### src/rtl/dma_bus_arbiter.sv
// dma_bus_arbiter: round-robin owner selection for the shared 32-bit system bus.
// Four requesters compete; when nobody owns the bus the grant is zero and the
// default master drives it. Every ownership change passes through a one-cycle
// dead slot, and an owner is forced off after MAX_HOLD cycles if someone waits.

module dma_bus_arbiter #(
   parameter int MAX_HOLD = 16
) (
   input  logic       clk,
   input  logic       reset,
   input  logic [3:0] req,
   output logic [3:0] grant,
   output logic       bus_busy,
   output logic       hold_expired
);

   localparam int            CW        = $clog2(MAX_HOLD);
   localparam logic [CW-1:0] HOLD_LAST = CW'(MAX_HOLD - 1);

   typedef enum logic [1:0] {
      ST_IDLE,
      ST_OWN,
      ST_GAP
   } state_t;

   state_t        state_q, state_d;
   logic [1:0]    last_q, last_d;
   logic [CW-1:0] hold_cnt_q, hold_cnt_d;
   logic [3:0]    grant_q, grant_d;
   logic          bus_busy_q, bus_busy_d;
   logic          hold_expired_q, hold_expired_d;

   logic          win_found;
   logic [1:0]    win_idx;
   logic [1:0]    cand;
   logic          others_pending;

   // Pick the first requester searching downward from last-1 with wrap, so the previous owner comes last.
   always_comb begin
      win_found = 1'b0;
      win_idx   = 2'd0;
      cand      = 2'd0;
      for (int k = 1; k <= 4; k++) begin
         cand = last_q - 2'(k);
         if (!win_found && req[cand]) begin
            win_found = 1'b1;
            win_idx   = cand;
         end
      end
   end

   // Next-state logic: arbitrate from IDLE/GAP, and in OWN decide between keeping, releasing or forcing off.
   always_comb begin
      state_d        = state_q;
      last_d         = last_q;
      hold_cnt_d     = hold_cnt_q;
      grant_d        = grant_q;
      hold_expired_d = 1'b0;
      others_pending = |(req & ~grant_q);

      case (state_q)
         ST_IDLE, ST_GAP: begin
            if (win_found) begin
               state_d    = ST_OWN;
               last_d     = win_idx;
               hold_cnt_d = '0;
               grant_d    = 4'b0001 << win_idx;
            end else begin
               state_d = ST_IDLE;
               grant_d = 4'b0000;
            end
         end
         ST_OWN: begin
            if (!req[last_q]) begin
               state_d = ST_GAP;
               grant_d = 4'b0000;
            end else if (others_pending && (hold_cnt_q == HOLD_LAST)) begin
               state_d        = ST_GAP;
               grant_d        = 4'b0000;
               hold_expired_d = 1'b1;
            end else if (hold_cnt_q != HOLD_LAST) begin
               hold_cnt_d = hold_cnt_q + CW'(1);
            end
         end
         default: begin
            state_d = ST_IDLE;
            grant_d = 4'b0000;
         end
      endcase

      bus_busy_d = |grant_d;
   end

   // State and output registers; reset clears the grant immediately without waiting for a clock.
   always_ff @(posedge clk or posedge reset) begin
      if (reset) begin
         state_q        <= ST_IDLE;
         last_q         <= 2'd0;
         hold_cnt_q     <= '0;
         grant_q        <= 4'b0000;
         bus_busy_q     <= 1'b0;
         hold_expired_q <= 1'b0;
      end else begin
         state_q        <= state_d;
         last_q         <= last_d;
         hold_cnt_q     <= hold_cnt_d;
         grant_q        <= grant_d;
         bus_busy_q     <= bus_busy_d;
         hold_expired_q <= hold_expired_d;
      end
   end

   assign grant        = grant_q;
   assign bus_busy     = bus_busy_q;
   assign hold_expired = hold_expired_q;

endmodule

### config.mk
export PLATFORM = sky130hd
export DESIGN_NAME = dma_bus_arbiter
export DESIGN_NICKNAME = d
export VERILOG_FILES = /design/src/rtl/dma_bus_arbiter.sv
export SDC_FILE = /design/constraint.sdc
export NUM_CORES = 1
export LEC_CHECK = 0
export BUFFER_PORTS_ARGS = -buffer_cell sky130_fd_sc_hd__buf_4
export CAP_MARGIN = 0
export CORE_MARGIN = 4
export CORE_UTILIZATION = 42
export DETAILED_ROUTE_END_ITERATION = 6
export GPL_ROUTABILITY_DRIVEN = 0
export PLACE_DENSITY = 0.66
export SLEW_MARGIN = 20
export SYNTH_ARGS = -nofsm -noshare
export SYNTH_HDL_FRONTEND = slang
export SYNTH_SLANG_ARGS = --single-unit
### constraint.sdc
create_clock -name clk -period 2.5 [get_ports clk]
set_input_delay 0.5 -clock clk [delete_from_list [all_inputs] [get_ports clk]]
set_output_delay 0.5 -clock clk [all_outputs]
set_load 0.01 [all_outputs]
==> impl_results.md, run 1 <==
* Run status: complete, no violations
* Synthesized area per cell at 10.3 um2
* Prevailing post-synth register cell: dfrtp_1
* Count of buffers from port buffering at 11
* Post-CTS Hold Buffers at 0
* Io pins at 12
* Final ANT Viol Nets at 0
* Initial Util at roughly 44%
* Post-Syn Nets at 80
* First DRT Iteration DRCs at 11
* Relative slew slack at 63.8%
* Switching pwr at 369 uW
* First-pass GRT wire length at between 2000 and 3000 um
* Leakage power at 0.405 nW
* Number of global-route vias before repair at just over 600
* Grt total ovfl at 0
* Antenna Cells at 0
* Root buf cell: clkbuf_4
* CP required at approximately 2700 ps
* Startpoint Class: flip-flop
* Via count at between 600 and 700
* Synth Area in Simple Gates at 21.4%
* Worst Skew at about 3 ps
* Via density at 5.50
* Max-Cap Viols at 0
* Top post-synthesis cells by area: dfrtp_1, nor2b_1, mux2i_1
* Fill count at 168
* Slew @ Worst Pin at approximately 540 ps
* Commonest non-fill, non-tap cell in the layout: dfrtp_1
* DRT Pass-1 Iters at 4
* # H-tree levels at 1
* Die Wd at slightly above 50 um
* Mux cell area share after synthesis at roughly 5.8%
* Library cells used by synthesis at 33
* PD cells at approximately 1000 nW/um2
* Fin crit share at 67.9%
* Clock network power share at 13.0%
* Critical path arrival at around 1900 ps
* Mapped cell area at 754 um2
* Critical path type: flip-flop to flip-flop
* Most frequent cells in the layout: dfrtp_1, buf_4, nand2_1
* Number of synthesized flops with an enable pin at 0
* Largest net degree at the start of global routing at 15
* Cell Count, Final, Fillers Out at approximately 110
* WL final at 1580 um
* Cell accounting for the most synthesized area: dfrtp_1
* Comb power frac at 43.3%
* Full die area at 2540 um2
* Clock Sinks at 14
* Placed Cells incl. Taps at 108
* Nets at 95
* Hold Violations, Final at 0
* Area growth from synthesis to layout at 16.6%
* Fraction of layout cells with a size suffix above 1 at between 20 and 25%
* Core ar. at between 1500 and 2000 um2
* Asr flop ratio synth at 100%
* Crit end category: flip-flop
* Max frequency at between 500 and 600 MHz
* Clock transition at the registers of the reported paths at roughly 80 ps
* Net Sw Frac at approximately 40%
* Tot GR Track Use at approximately 14%
* Avg WL per Cell at between 10 and 15 um
* Peak supply drop at 0.635 mV
* Yosys warnings at 0
* Sequential fraction of design power at 43.7%
* Post-synth top area share at a little under half
* Detail Placement HPWL at about 1200 um
* Compound-gate portion of the synthesized area at 22.7%
* Seq cells post-synth at 14
* Internal Pwr Total at around 550 uW
* Postcts setup bufs at 0
* # DRC at 0
* Die Y at 50.4 um
* Final setup fails at 0
* Final min period at around 1700 ps
* Num CTS Buffers at 3
* CTS resizes at 0
* Initial antenna violation count at 0
* Cells after Synth at 73
* CTS Buffer Depth at 2
* Std-Cell Rows at 15
* CTS tree: built
* Largest fanout on the critical path at 8
* RSZ-0062 raised after global routing: no
* Setup_tns at 0 ps
* Post-Synth Adder-Cell Area at between 1.5 and 2%
* Largest family of logic cells by synthesized area: compound AO/OA/AOI/OAI gates
* Synth Area in XOR/XNOR at 0%
* Count of pins over their slew limit at 0
* Hold WC Path Type: primary input to async pin
* Post-synthesis sequential area ratio at 46.4%
* Clk_lat worst skew at around 270 ps
## metal layers
metal / global-route usage (%) / vias to the layer above / part of all wire (%)
met2: 23.0 / 12 / 46
met1: 18.5 / 294 / 48
met4: 4.04 / 0 / 0.76
met5: 0 / - / 0
li1: - / 303 / -
met3: 4.15 / 2 / 4.5
## cells in the mapped netlist (2+ instances only)
cell and count:
dfrtp_1 14, nand2_1 6, a21oi_1 5, nor2_1 5, nor2b_1 5, nand3_1 4, mux2i_1 3, o21ai_0 3
a21o_1 2, a22o_1 2, o2bb2ai_1 2
## per-stage QoR
step / power (mW) / worst slack [ps] / utilization (%) / cell area (um2) / hold WS (ps)
2_1_floorplan: 0.683 / 965 / - / 754 / 389
3_3_place_gp: 0.802 / 726 / 50.2 / 857 / 510
3_5_place_dp: 0.810 / 714 / 50.2 / 857 / 514
4_1_cts: 0.936 / 804 / 51.5 / 880 / 280
5_1_grt: 1.00 / 732 / 51.5 / 880 / 293
6_report: 0.923 / 803 / 51.5 / 880 / 270
## area by class of cell
type	count	area, um2	area share [%]
inverter	1	3.75	0.427
clock buffer	3	22.5	2.56
tap	25	31.3	3.56
timing repair buffer	11	82.6	9.39
sequential	14	350	39.8
multi-input combinational	57	389	44.2
## power by group through the flow
stage	sequential, mW	combinational [mW]	clock, mW
5_1_grt	0.418	0.446	0.138
2_1_floorplan	0.389	0.294	0
4_1_cts	0.403	0.405	0.128
6_report	0.403	0.399	0.120
3_3_place_gp	0.404	0.398	0
3_5_place_dp	0.407	0.403	0
## logic make-up after synthesis
logic type,count (synthesis)
multiplexers,4
adder cells (fa/ha/maj),1
AND/OR/NAND/NOR,30
flip-flops,14
AO/OA/AOI/OAI,22
buffers and inverters,2
## worst max-delay path, stage by stage (launching register included)
cell     delay (ps)
dfrtp_1         520
mux2i_2         330
nor2b_1          90
or3_1           420
a22o_1          230
## registers in the layout, indices dropped and copies added, names as in the netlist
register and flops:
grant 4, hold_cnt_q 4, last_q 2, state_q 2, bus_busy 1, hold_expired 1
## worst paths after layout
| kind | to | slack, ps | start | cells past startpoint |
|---|---|---|---|---|
| max | grant[2] | 800 | last_q[1] | 4 |
| min | hold_cnt_q[1] | 270 | reset | 2 |
| max reg2reg | grant[2] | 800 | last_q[1] | 4 |
| min reg2reg | state_q[1] | 530 | state_q[1] | 2 |
| max in group asynchronous | grant[2] | 1870 | reset | 2 |
| min in group clk | state_q[1] | 530 | state_q[1] | 2 |
(Power assumes the default switching activity.)
==> inputs of run 2 (changes only) <==
- clock period: 2.5 -> 1.61 ns (I/O delays scaled with it)
==> impl_results.md, run 2 (synthesis results as in run 1) <==
* Run status: complete, no violations (unchanged)
* Max frequency at 640 MHz (was 589 MHz)
* Fill count at 149 (was 168)
* CTS tree: built (unchanged)
* Sequential fraction of design power at 36.3% (was 43.7%)
* Crit end category: flip-flop (unchanged)
* Hold Violations, Final at 0 (unchanged)
* Comb power frac at 52.3% (was 43.3%)
* Slew @ Worst Pin at 529 ps (was 542 ps)
* Worst Skew at 1.04 ps (was 3.00 ps)
* Number of global-route vias before repair at 659 (was 623)
* Internal Pwr Total at 1.01 mW (was 554 uW)
* Core ar. at 1710 um2 (unchanged)
* Io pins at 12 (unchanged)
* CP required at 1780 ps (was 2660 ps)
* R2R depth at 4 (unchanged)
* Fin crit share at 97.0% (was 67.9%)
* First DRT Iteration DRCs at 7 (was 11)
* Net Sw Frac at 39.4% (was 39.9%)
* CTS Buffer Depth at 2 (unchanged)
* Register area at 352 um2 (was 350 um2)
* Tot GR Track Use at 15.2% (was 14.3%)
* RSZ-0062 raised after global routing: yes (was no)
* First-pass GRT wire length at 2990 um (was 2760 um)
* Std-Cell Rows at 15 (unchanged)
* Area growth from synthesis to layout at 32.3% (was 16.6%)
* Dpl cell area at 902 um2 (was 857 um2)
* Nets at 103 (was 95)
* Final ANT Viol Nets at 0 (unchanged)
* Initial antenna violation count at 0 (unchanged)
* WL final at 1760 um (was 1580 um)
* Final setup fails at 0 (unchanged)
* Post-CTS Hold Buffers at 0 (unchanged)
* Post-route total power at 1.67 mW (was 923 uW)
* Setup_tns at 0 ps (unchanged)
* Clock transition at the registers of the reported paths at 80 ps (about the same)
* Most frequent cells in the layout: buf_4, dfrtp_1, nand2_1 (was dfrtp_1, buf_4, nand2_1)
* Via count at 651 (was 611)
* Startpoint Class: flip-flop (unchanged)
* Via density at 5.47 (was 5.50)
* Commonest non-fill, non-tap cell in the layout: buf_4 (was dfrtp_1)
* Hold WC Path Type: primary input to async pin (unchanged)
* Detail Placement HPWL at 1290 um (was 1210 um)
* Grt total ovfl at 0 (unchanged)
* Antenna Cells at 0 (unchanged)
* PD cells at 1680 nW/um2 (was 1050 nW/um2)
* Clk_lat worst skew at 270 ps (about the same)
* Fraction of layout cells with a size suffix above 1 at 36.2% (was 22.1%)
* Leakage power at 0.456 nW (was 0.405 nW)
* # H-tree levels at 1 (unchanged)
* Count of pins over their slew limit at 0 (unchanged)
* DRT Pass-1 Iters at 4 (unchanged)
* Max-Cap Viols at 0 (unchanged)
* Area occupied by multi-input gates at 447 um2 (was 389 um2)
* Final min period at 1560 ps (was 1700 ps)
* Largest fanout on the critical path at 7 (was 8)
* Final instance area at 998 um2 (was 880 um2)
* Full die area at 2540 um2 (unchanged)
* Count of buffers from port buffering at 11 (unchanged)
* Avg WL per Cell at 14.8 um (was 14.3 um)
* Die Y at 50.4 um (unchanged)
* Die Wd at 50.4 um (unchanged)
* Critical path arrival at 1730 ps (was 1860 ps)
* Initial Util at 44.2% (unchanged)
* # DRC at 0 (unchanged)
* Clock network power share at 11.4% (was 13.0%)
* Largest net degree at the start of global routing at 15 (unchanged)
* Num CTS Buffers at 3 (unchanged)
* Final core occ at 58.5% (was 51.5%)
* Relative slew slack at 64.7% (was 63.8%)
* Root buf cell: clkbuf_4 (unchanged)
* Switching pwr at 660 uW (was 369 uW)
* Critical path type: flip-flop to flip-flop (unchanged)
* Clock Sinks at 14 (unchanged)
* Peak supply drop at 0.836 mV (was 0.635 mV)
## run 2: layer usage
layer  share of wire [%]  vias up  GRT usage, %
li1                    -      321             -
met1                  45      309          20.3
met2                  47       13          23.5
met3                 4.2        8          2.67
met4                 3.8        0          8.07
met5                   0        -             0
## run 2: worst paths after layout
path | from | endpoint | slack [ps]
setup / recovery | last_q[1] | last_q[0] | 50
setup reg to reg | last_q[1] | last_q[0] | 50
hold / removal | reset | hold_cnt_q[2] | 80
hold reg to reg | hold_cnt_q[2] | hold_cnt_q[2] | 530
min in group clk | req[2] | grant[1] | 460
max in group asynchronous | reset | last_q[1] | 1150
## run 2: area by class of cell
class / count / area share, %
multi-input cells: 57 / 44.7
inverters: 1 / 0.376
clock buffers: 3 / 2.26
flip-flops and latches: 14 / 35.2
well taps: 25 / 3.13
repair buffers: 19 / 14.3
## run 2: repair_timing
item                                    in CTS  in global routing
gates resized for setup                      0                 10
endpoints found under the setup margin       0                  6
setup buffers                                0                  2
## run 2: worst max-delay path, stage by stage, from the launching register on
cell and delay [ps]:
dfrtp_2 470, mux2i_4 290, nor2b_1 80, or3_4 370, o21ai_0 240
## run 2: metrics by stage
stage | hold slack [ps] | cells | worst slack, ps
CTS | 98.7 | 117 | 5.77
floorplan | 211 | 73 | 75.1
global placement | 394 | 114 | 51.8
detailed placement | 394 | 114 | 19.9
global route | 131 | 119 | -5.69
finish | 82.2 | 119 | 47.6
## run 2: power groups by stage
stage	sequential, mW	clock [mW]	combinational (mW)
final	0.608	0.190	0.875
after global routing	0.631	0.210	0.951
after CTS	0.594	0.193	0.737
after detailed placement	0.601	0	0.732
after global placement	0.594	0	0.725
after floorplan	0.603	0	0.456
